### src/rtl/audio_playback_ctrl.sv
// audio_playback_ctrl
//   Playback sequencer between the board switches and the audio datapath.
//   Synchronizes and debounces the prev/next/pause/filter switches, runs the
//   STOP/LOAD/PLAY/PAUSE track FSM with a load_req/load_ack handshake to the
//   sample reader, and counts elapsed mm:ss onto four seven-segment exports.
//
// Build option:
//   AUDIO_PLAYBACK_LOOP_ALL_EN  defined   -> track selection wraps around and
//                                            playback loops over all tracks.
//                              undefined -> track selection saturates, and
//                                            track_end on the last track stops.
//
// Ports:
//   clk_clk        system clock
//   reset_reset_n  asynchronous active-low reset
//   anterior_sw    raw previous-track switch (async)
//   siguiente_sw   raw next-track switch (async)
//   pausa_sw       raw play/pause switch (async)
//   filt_sw[3:0]   raw filter switches (async)
//   track_end      1-cycle pulse: current track exhausted
//   load_ack       sample reader accepted load_req
//   load_req       request to (re)load track_idx from its start
//   track_idx      current track index
//   play_en        audio datapath runs when high
//   filter_en      any debounced filter switch on
//   filter_sel     lowest-numbered active filter switch
//   seg1_export    seconds ones digit   (active-low gfedcba)
//   seg2_export    seconds tens digit
//   min1_export    minutes ones digit
//   min2_export    minutes tens digit
module audio_playback_ctrl #(
  parameter int unsigned CLK_HZ    = 50000000,
  parameter int unsigned DEB_CYC   = 500000,
  parameter int unsigned N_TRACKS  = 8,
  parameter int unsigned TRK_W     = 3,
  parameter int unsigned RESTART_S = 3
) (
  input  logic             clk_clk,
  input  logic             reset_reset_n,
  input  logic             anterior_sw,
  input  logic             siguiente_sw,
  input  logic             pausa_sw,
  input  logic [3:0]       filt_sw,
  input  logic             track_end,
  input  logic             load_ack,
  output logic             load_req,
  output logic [TRK_W-1:0] track_idx,
  output logic             play_en,
  output logic             filter_en,
  output logic [1:0]       filter_sel,
  output logic [6:0]       seg1_export,
  output logic [6:0]       seg2_export,
  output logic [6:0]       min1_export,
  output logic [6:0]       min2_export
);

`ifdef AUDIO_PLAYBACK_LOOP_ALL_EN
  localparam bit LOOP_ALL = 1'b1;
`else
  localparam bit LOOP_ALL = 1'b0;
`endif

  localparam int unsigned NSW = 7;
  localparam int unsigned DW  = $clog2(DEB_CYC + 1);
  localparam int unsigned PW  = $clog2(CLK_HZ + 1);

  typedef enum logic [1:0] {STOP, LOAD, PLAY, PAUSE} state_t;

  // bit 0 prev, 1 next, 2 pause, 6:3 filters
  logic [NSW-1:0] raw_sw, sync1, sync2, deb, deb_d;
  logic [DW-1:0]  deb_cnt [NSW];
  logic           ev_prev, ev_next, ev_pause;

  state_t           state, state_nxt;
  logic [TRK_W-1:0] trk_nxt, idx_next, idx_prev;
  logic             last_trk, restart;

  logic [PW-1:0] presc;
  logic [3:0]    sec_ones, sec_tens, min_ones, min_tens;
  logic [6:0]    sec_val;
  logic          at_max;

  assign raw_sw = {filt_sw, pausa_sw, siguiente_sw, anterior_sw};

  always_ff @(posedge clk_clk or negedge reset_reset_n) begin
    if (!reset_reset_n) begin
      sync1 <= '0;
      sync2 <= '0;
      deb   <= '0;
      deb_d <= '0;
      for (int unsigned i = 0; i < NSW; i++) deb_cnt[i] <= '0;
    end else begin
      sync1 <= raw_sw;
      sync2 <= sync1;
      deb_d <= deb;
      for (int unsigned i = 0; i < NSW; i++) begin
        if (sync2[i] == deb[i]) begin
          deb_cnt[i] <= '0;
        end else if (deb_cnt[i] == DW'(DEB_CYC - 1)) begin
          deb[i]     <= sync2[i];
          deb_cnt[i] <= '0;
        end else begin
          deb_cnt[i] <= deb_cnt[i] + DW'(1);
        end
      end
    end
  end

  assign ev_prev  = deb[0] & ~deb_d[0];
  assign ev_next  = deb[1] & ~deb_d[1];
  assign ev_pause = deb[2] & ~deb_d[2];

  assign filter_en = |deb[6:3];
  always_comb begin
    filter_sel = 2'd0;
    if      (deb[3]) filter_sel = 2'd0;
    else if (deb[4]) filter_sel = 2'd1;
    else if (deb[5]) filter_sel = 2'd2;
    else if (deb[6]) filter_sel = 2'd3;
  end

  assign last_trk = (track_idx == TRK_W'(N_TRACKS - 1));
  assign idx_next = last_trk ? (LOOP_ALL ? '0 : track_idx) : track_idx + TRK_W'(1);
  assign idx_prev = (track_idx == '0) ? (LOOP_ALL ? TRK_W'(N_TRACKS - 1) : '0)
                                      : track_idx - TRK_W'(1);

  assign sec_val = 7'(sec_tens) * 7'd10 + 7'(sec_ones);
  assign restart = (min_tens != 4'd0) || (min_ones != 4'd0) || (32'(sec_val) >= RESTART_S);

  always_comb begin
    state_nxt = state;
    trk_nxt   = track_idx;
    case (state)
      STOP: begin
        if (ev_prev)       trk_nxt   = idx_prev;
        else if (ev_next)  trk_nxt   = idx_next;
        else if (ev_pause) state_nxt = LOAD;
      end
      LOAD: begin
        if (load_ack) state_nxt = PLAY;
      end
      PLAY, PAUSE: begin
        if (ev_prev) begin
          state_nxt = LOAD;
          trk_nxt   = restart ? track_idx : idx_prev;
        end else if (ev_next) begin
          state_nxt = LOAD;
          trk_nxt   = idx_next;
        end else if (ev_pause) begin
          state_nxt = (state == PLAY) ? PAUSE : PLAY;
        end else if (track_end && state == PLAY) begin
          if (last_trk && !LOOP_ALL) begin
            state_nxt = STOP;
          end else begin
            state_nxt = LOAD;
            trk_nxt   = idx_next;
          end
        end
      end
      default: state_nxt = STOP;
    endcase
  end

  always_ff @(posedge clk_clk or negedge reset_reset_n) begin
    if (!reset_reset_n) begin
      state     <= STOP;
      track_idx <= '0;
    end else begin
      state     <= state_nxt;
      track_idx <= trk_nxt;
    end
  end

  assign load_req = (state == LOAD);
  assign play_en  = (state == PLAY);

  assign at_max = (min_tens == 4'd9) && (min_ones == 4'd9) &&
                  (sec_tens == 4'd5) && (sec_ones == 4'd9);

  // Clearing keys off state_nxt so the counters already read 00:00 in the
  // first LOAD cycle; the prescaler only moves in PLAY, so PAUSE holds it.
  always_ff @(posedge clk_clk or negedge reset_reset_n) begin
    if (!reset_reset_n) begin
      presc    <= '0;
      sec_ones <= '0;
      sec_tens <= '0;
      min_ones <= '0;
      min_tens <= '0;
    end else if (state_nxt == LOAD) begin
      presc    <= '0;
      sec_ones <= '0;
      sec_tens <= '0;
      min_ones <= '0;
      min_tens <= '0;
    end else if (state == PLAY) begin
      if (presc == PW'(CLK_HZ - 1)) begin
        presc <= '0;
        if (!at_max) begin
          if (sec_ones != 4'd9) begin
            sec_ones <= sec_ones + 4'd1;
          end else begin
            sec_ones <= '0;
            if (sec_tens != 4'd5) begin
              sec_tens <= sec_tens + 4'd1;
            end else begin
              sec_tens <= '0;
              if (min_ones != 4'd9) begin
                min_ones <= min_ones + 4'd1;
              end else begin
                min_ones <= '0;
                min_tens <= min_tens + 4'd1;
              end
            end
          end
        end
      end else begin
        presc <= presc + PW'(1);
      end
    end
  end

  function automatic logic [6:0] seg7(input logic [3:0] d);
    case (d)
      4'd0:    seg7 = 7'b1000000;
      4'd1:    seg7 = 7'b1111001;
      4'd2:    seg7 = 7'b0100100;
      4'd3:    seg7 = 7'b0110000;
      4'd4:    seg7 = 7'b0011001;
      4'd5:    seg7 = 7'b0010010;
      4'd6:    seg7 = 7'b0000010;
      4'd7:    seg7 = 7'b1111000;
      4'd8:    seg7 = 7'b0000000;
      4'd9:    seg7 = 7'b0010000;
      default: seg7 = 7'b1111111;
    endcase
  endfunction

  always_ff @(posedge clk_clk or negedge reset_reset_n) begin
    if (!reset_reset_n) begin
      seg1_export <= 7'b1000000;
      seg2_export <= 7'b1000000;
      min1_export <= 7'b1000000;
      min2_export <= 7'b1000000;
    end else begin
      seg1_export <= seg7(sec_ones);
      seg2_export <= seg7(sec_tens);
      min1_export <= seg7(min_ones);
      min2_export <= seg7(min_tens);
    end
  end

endmodule

### config.mk
export PLATFORM = sky130hd
export DESIGN_NAME = audio_playback_ctrl
export DESIGN_NICKNAME = d
export VERILOG_FILES = /design/src/rtl/audio_playback_ctrl.sv
export SDC_FILE = /design/constraint.sdc
export NUM_CORES = 1
export LEC_CHECK = 0
export CAP_MARGIN = 20
export CORE_AREA = 2 2 185 187
export DETAILED_ROUTE_END_ITERATION = 8
export DIE_AREA = 0 0 187 189
export PLACE_DENSITY = 0.55
export SETUP_SLACK_MARGIN = 0.3
export SYNTH_ARGS = -nofsm -noshare
export SYNTH_HDL_FRONTEND = slang
export SYNTH_SLANG_ARGS = --single-unit
### constraint.sdc
create_clock -name clk_clk -period 2.7 [get_ports clk_clk]
set_input_delay 0.81 -clock clk_clk [delete_from_list [all_inputs] [get_ports clk_clk]]
set_output_delay 0.81 -clock clk_clk [all_outputs]
set_load 0.03 [all_outputs]
Word-level counts from Yosys, hierarchy flattened
Memories as Yosys holds them, arrays and structs flattened. A register that Yosys moved wholly into a read port is not among the register bits.
Cells that the tools add are included.
{"block": "totals", "ff_bits": 204, "latchBits": 0, "ram_bits": 0, "rom_bits": 448, "memories": 4}
{"name": "(no name shown)", "words": 16, "width": 7, "rd": 1, "rd_clocked_by_memory_dff": 1, "wr": 0, "line_no": "223", "rtl": "case (d)"}
{"name": "(no name shown)", "words": 16, "width": 7, "rd": 1, "rd_clocked_by_memory_dff": 1, "wr": 0, "line_no": "223"}
{"name": "(no name shown)", "words": 16, "width": 7, "rd": 1, "rd_clocked_by_memory_dff": 1, "wr": 0, "line_no": "223"}
{"name": "(no name shown)", "words": 16, "width": 7, "rd": 1, "rd_clocked_by_memory_dff": 1, "wr": 0, "line_no": "223"}
{"block": "op_classes", "addsub": 15, "multipliers": 1, "div_mod_pow": 0, "magnitude_cmp": 1, "n_eq_ne": 36, "shift": 0, "muxes": 68, "n_bitwise": 13, "n_reduce_logical": 31}
{"op": "$mux 19", "count": 14}
{"op": "$add 19x1->19 const B", "count": 7}
{"op": "$eq 19x19->1 const B", "count": 7}
{"op": "$mux 4", "count": 25}
{"op": "$mux 26", "count": 3}
{"op": "$mux 3", "count": 10}
{"op": "$add 26x1->26 const B", "count": 1}
{"op": "$eq 26x26->1 const B", "count": 1}
{"op": "$mux 2", "count": 12}
{"op": "$ne 4x4->1 const B", "count": 5}
{"op": "$add 4x1->4 const B", "count": 4}
{"op": "$reduce_and 2->1", "count": 7}
{"op": "$eq 4x4->1 const B", "count": 3}
{"op": "$reduce_and 6->1", "count": 2}
{"op": "$not 1->1", "count": 10}
{"op": "$reduce_bool 4->1", "count": 2}
{"op": "$add 7x4->7", "count": 1}
{"op": "$eq 1x1->1", "count": 7}
{"op": "$ge 7x2->1 const B", "count": 1}
{"op": "$mul 4x3->6 const B", "count": 1}
{"op": "$ne 2x2->1 const B", "count": 3}
{"op": "$ne 3x3->1 const B", "count": 2}
{"op": "$pmux 2 s3", "count": 1}
{"op": "$pmux 3 s2", "count": 1}
{"op": "other kinds (21)", "count": 35}

Longest topological paths before layout
{"block": "depth", "depth_word": 10, "mapped_depth": 10}

Worst setup path after synthesis
OpenSTA, ideal clock, no wires.
{"block": "synth_timing", "kind": "register to register", "startpoint": "register sec_tens[1]", "endpoint": "register track_idx[0]", "t_arrival_ns": 2.618, "t_required_ns": 2.631, "path_slack_ns": 0.012, "path_stages_with_launch": 10, "path_buffers": 0, "synth_period_minus_slack_ns": 2.688, "path_cell_list": "dfrtp_1 -> ha_1 -> ha_1 -> fa_1 -> inv_1 -> nor3_1 -> a21oi_1 -> o31a_1 -> or4_1 -> nand3_1"}
{"block": "synth_between", "elab_chain_cells": 6}
{"element": "start: declaration", "line_no": "79", "rtl": "logic [3:0] sec_ones, sec_tens, min_ones, min_tens;"}
{"element": "start signal: assignment", "line_no": "204", "rtl": "sec_tens <= sec_tens + 4'd1;"}
{"element": "$mul 4x3->6", "line_no": "127", "rtl": "assign sec_val = 7'(sec_tens) * 7'd10 + 7'(sec_ones);"}
{"element": "$add 7x4->7", "line_no": "127"}
{"element": "$ge 7x2->1", "line_no": "128", "rtl": "assign restart = (min_tens != 4'd0) || (min_ones != 4'd0) || (32'(sec_val) >= RESTART_S);"}
{"element": "$logic_or 1x1->1", "line_no": "128"}
{"element": "$ne 3x3->1 (no source line)"}
{"element": "$reduce_and 6->1 (no source line)"}
{"element": "end signal: assignment", "line_no": "170", "rtl": "track_idx <= trk_nxt;"}
{"element": "end: declaration", "line_no": "47", "rtl": "output logic [TRK_W-1:0] track_idx,"}
Every way passes these cells.
A chain may end at the register's enable or synchronous reset.

Worst setup path in the final report
{"block": "layout_timing", "startpoint": "register sec_tens[3]", "endpoint": "register track_idx[0]"}
Same word-level chain as after synthesis.

==> flow_metrics.py <==
metrics = {
    "run_status": {
        "status": "complete, no violations",
    },
    "critical_path": {
        "crit_path_top_delay_cell": "fa_2",
        "path_cells": "ha_4, ha_4, fa_2, a2bb2oi_2, a32oi_1, o31a_1, or4_1, nand3_1",
        "critPathKind": "flop to flop",
        "cpPeakStageDelay_ns": 0.56,
        "crit_top_cell": "ha_4",
        "critPathLaunchType": "flop",
        "critical_path_arrival_ns": 3.08,
        "end_kind": "flop",
        "worstPathRequired_ns": 3.17,
        "cp_max_fo": 3,
        "crit_family": "adder cells",
        "worst-path-buf-inv": 0,
    },
    "synthesis": {
        "synth-seq-cells": 232,
        "synthCells": 1187,
        "yosysMostFrequentCell": "dfrtp_1",
        "async_reset_ff_frac": 1.00,
        "ys_seq_area_frac": 0.506,
        "yosysTopAreaCell": "dfrtp_1",
        "synth_commonest_cells": "228 x dfrtp_1, 207 x nor2_1, 90 x nand2_1, 78 x xor2_1, 73 x nand3_1",
        "synth_top_area_frac": 0.497,
        "syn_avg_cell_area_um2": 9.68,
        "syn_area_um2": 11500,
        "synth-edff-count": 0,
        "yosysWarningCount": 0,
        "synth.distinct_cells": 58,
        "syn-num-nets": 1240,
        "yosys-top-cells-area": "dfrtp_1 50%, nor2_1 6.8%, xor2_1 5.9%, ha_1 4.4%, xnor2_1 4.2%",
        "synth-main-ff-cell": "dfrtp_1",
    },
    "cells_and_area": {
        "nets": 1311,
        "seqCellArea_um2": 5810,
        "fin_util": 0.412,
        "diodes": 0,
        "nFillCells": 3265,
        "multi_input_area_um2": 5430,
        "drive_gt1_frac": 0.103,
        "fin_cells": 1727,
        "syn2layout_area_growth_pct": 19.4,
    },
    "floorplan": {
        "initial_core_util": 0.345,
        "die_w_um": 187,
        "die_area_um2": 35300,
        "io_pins": 47,
        "die_y_um": 189,
        "coreArea_um2": 33300,
        "rows": 67,
    },
    "sta": {
        "period_minus_slack_ns": 2.60,
        "setup_viol": 0,
        "clock_skew_ns": 0.0159,
        "fmax_ghz": 0.384,
        "worst_pin_slew_ns": 0.571,
        "rsz0062_at_grt": "yes",
        "setup_tns_ns": 0,
        "drv_slew": 0,
        "fin_hold_ws_ns": 0.148,
        "relSlewSlack": 0.617,
        "post-route-period-util": 0.965,
        "hold_viol_final": 0,
    },
    "power_and_ir_drop": {
        "power.density_nw_per_um2": 596,
        "leakage_nw": 6.14,
        "ir_drop_v": 0.000497,
    },
    "cts": {
        "cts_root_buf": "clkbuf_16",
        "path_clk_slew_ns": 0.06,
        "clock_sinks": 232,
        "cts_buffer_depth": 3,
        "cts_buffers": 28,
        "htreeDepth": 1,
        "cts_tree": "built",
        "clk_latency_ns": 0.55,
    },
    "placement": {
        "hpwl_mm": 15.5,
        "dp_cells": 1672,
        "place_congestion": 0.791,
        "port_buffers": 46,
    },
    "global_routing": {
        "grt_pass1_wl_mm": 40.9,
        "grt_pass1_vias": 8264,
        "antenna_found_initial": 0,
        "gr-usage-all-layers": 0.135,
        "grt_overflow_total": 0,
        "grt_max_degree": 67,
    },
    "run": {
        "cap_violations": 0,
    },
    "routing": {
        "drt_iter0_drc": 380,
        "drc_errors": 0,
        "drt-wirelength-per-cell_um": 13.4,
        "post_drt_via_cell_ratio": 4.84,
        "vias": 8351,
        "dr.pass1.iters": 4,
        "wirelength_mm": 23.1,
        "detail-route-antenna-nets": 0,
    },
    "worst_hold_path": {
        "min-delay-path-class": "input port to async pin",
    },
}
## timing repair
item	CTS	global route
pin swaps	5	3
resized for setup	33	19
buffers inserted	2	2
hold buffers	0	0
setup endpoints to repair	27	18
## metrics by stage
step	setup WS (ns)	area [um2]	power [W]
2_1_floorplan	0.145	11500	0.00390
3_3_place_gp	-0.0527	12600	0.00413
3_5_place_dp	-0.0883	12600	0.00414
4_1_cts	0.0648	13700	0.00834
5_1_grt	0.0107	13700	0.00855
6_report	0.0952	13700	0.00817
## cells by family (layout without fill, tap and decap cells)
logic type | after synthesis | count (layout) | synth area share
multiplexers | 12 | 12 | 0.0113
flip-flops | 232 | 232 | 0.506
adder cells (fa/ha/maj) | 42 | 42 | 0.0471
buffers and inverters | 77 | 169 | 0.0275
XOR/XNOR | 133 | 133 | 0.101
AO/OA/AOI/OAI | 123 | 123 | 0.0606
AND/OR/NAND/NOR | 568 | 568 | 0.246
## metal layers
layer / GRT usage / up-vias / part of all wire / routed length [um]
li1: - / 4213 / - / -
met1: 0.195 / 4005 / 0.51 / 11700
met2: 0.210 / 104 / 0.44 / 10200
met3: 0.0272 / 29 / 0.036 / 830
met4: 0.0290 / 0 / 0.018 / 409
met5: 0 / - / 0 / 0
## power breakdown
group | total (W) | switching [W] | internal (W)
clock | 0.00411 | 0.00150 | 0.00260
combinational | 0.000452 | 0.000286 | 0.000166
sequential | 0.00361 | 0.0000730 | 0.00354
total | 0.00817 | 0.00186 | 0.00631
## path summary, 6_finish.rpt
kind	endpoint	cells after the start	from	slack [ns]
min in group clk_clk	sync2[5]	0	sync1[5]	0.35
min reg2reg	sync2[5]	0	sync1[5]	0.35
max	track_idx[0]	8	sec_tens[3]	0.1
max reg2reg	track_idx[0]	8	sec_tens[3]	0.1
max in group asynchronous	state[1]	2	reset_reset_n	1.81
min	deb_cnt[5]	1	reset_reset_n	0.15
## sequential cells by signal (all words and copies together), names as in the netlist
register,count
min_tens,4
min2_export,7
deb,7
presc,26
deb_cnt,133
min1_export,7
min_ones,4
track_idx,3
state,2
sync2,7
seg2_export,7
sec_tens,4
seg1_export,7
sync1,7
deb_d,3
sec_ones,4
## layout make-up
type                       instances  share of cell area
sequential                       232               0.424
multi-input combinational        878               0.396
clock buffer                      39              0.0600
timing repair buffer              77              0.0535
tap                              448              0.0409
clock inverter                    12              0.0145
inverter                          41              0.0112
## layout by cell type, fill, tap and decap left out, types with 37 or more instances in the layout
cell and instances:
xnor2_1 55, xor2_1 78, dfrtp_1 226, nand3_1 73, nor2_1 206, ha_1 37
nand2_1 90, a21oi_1 62, inv_1 38, nand4_1 38
Note: power is estimated with default switching activity, not from simulation.
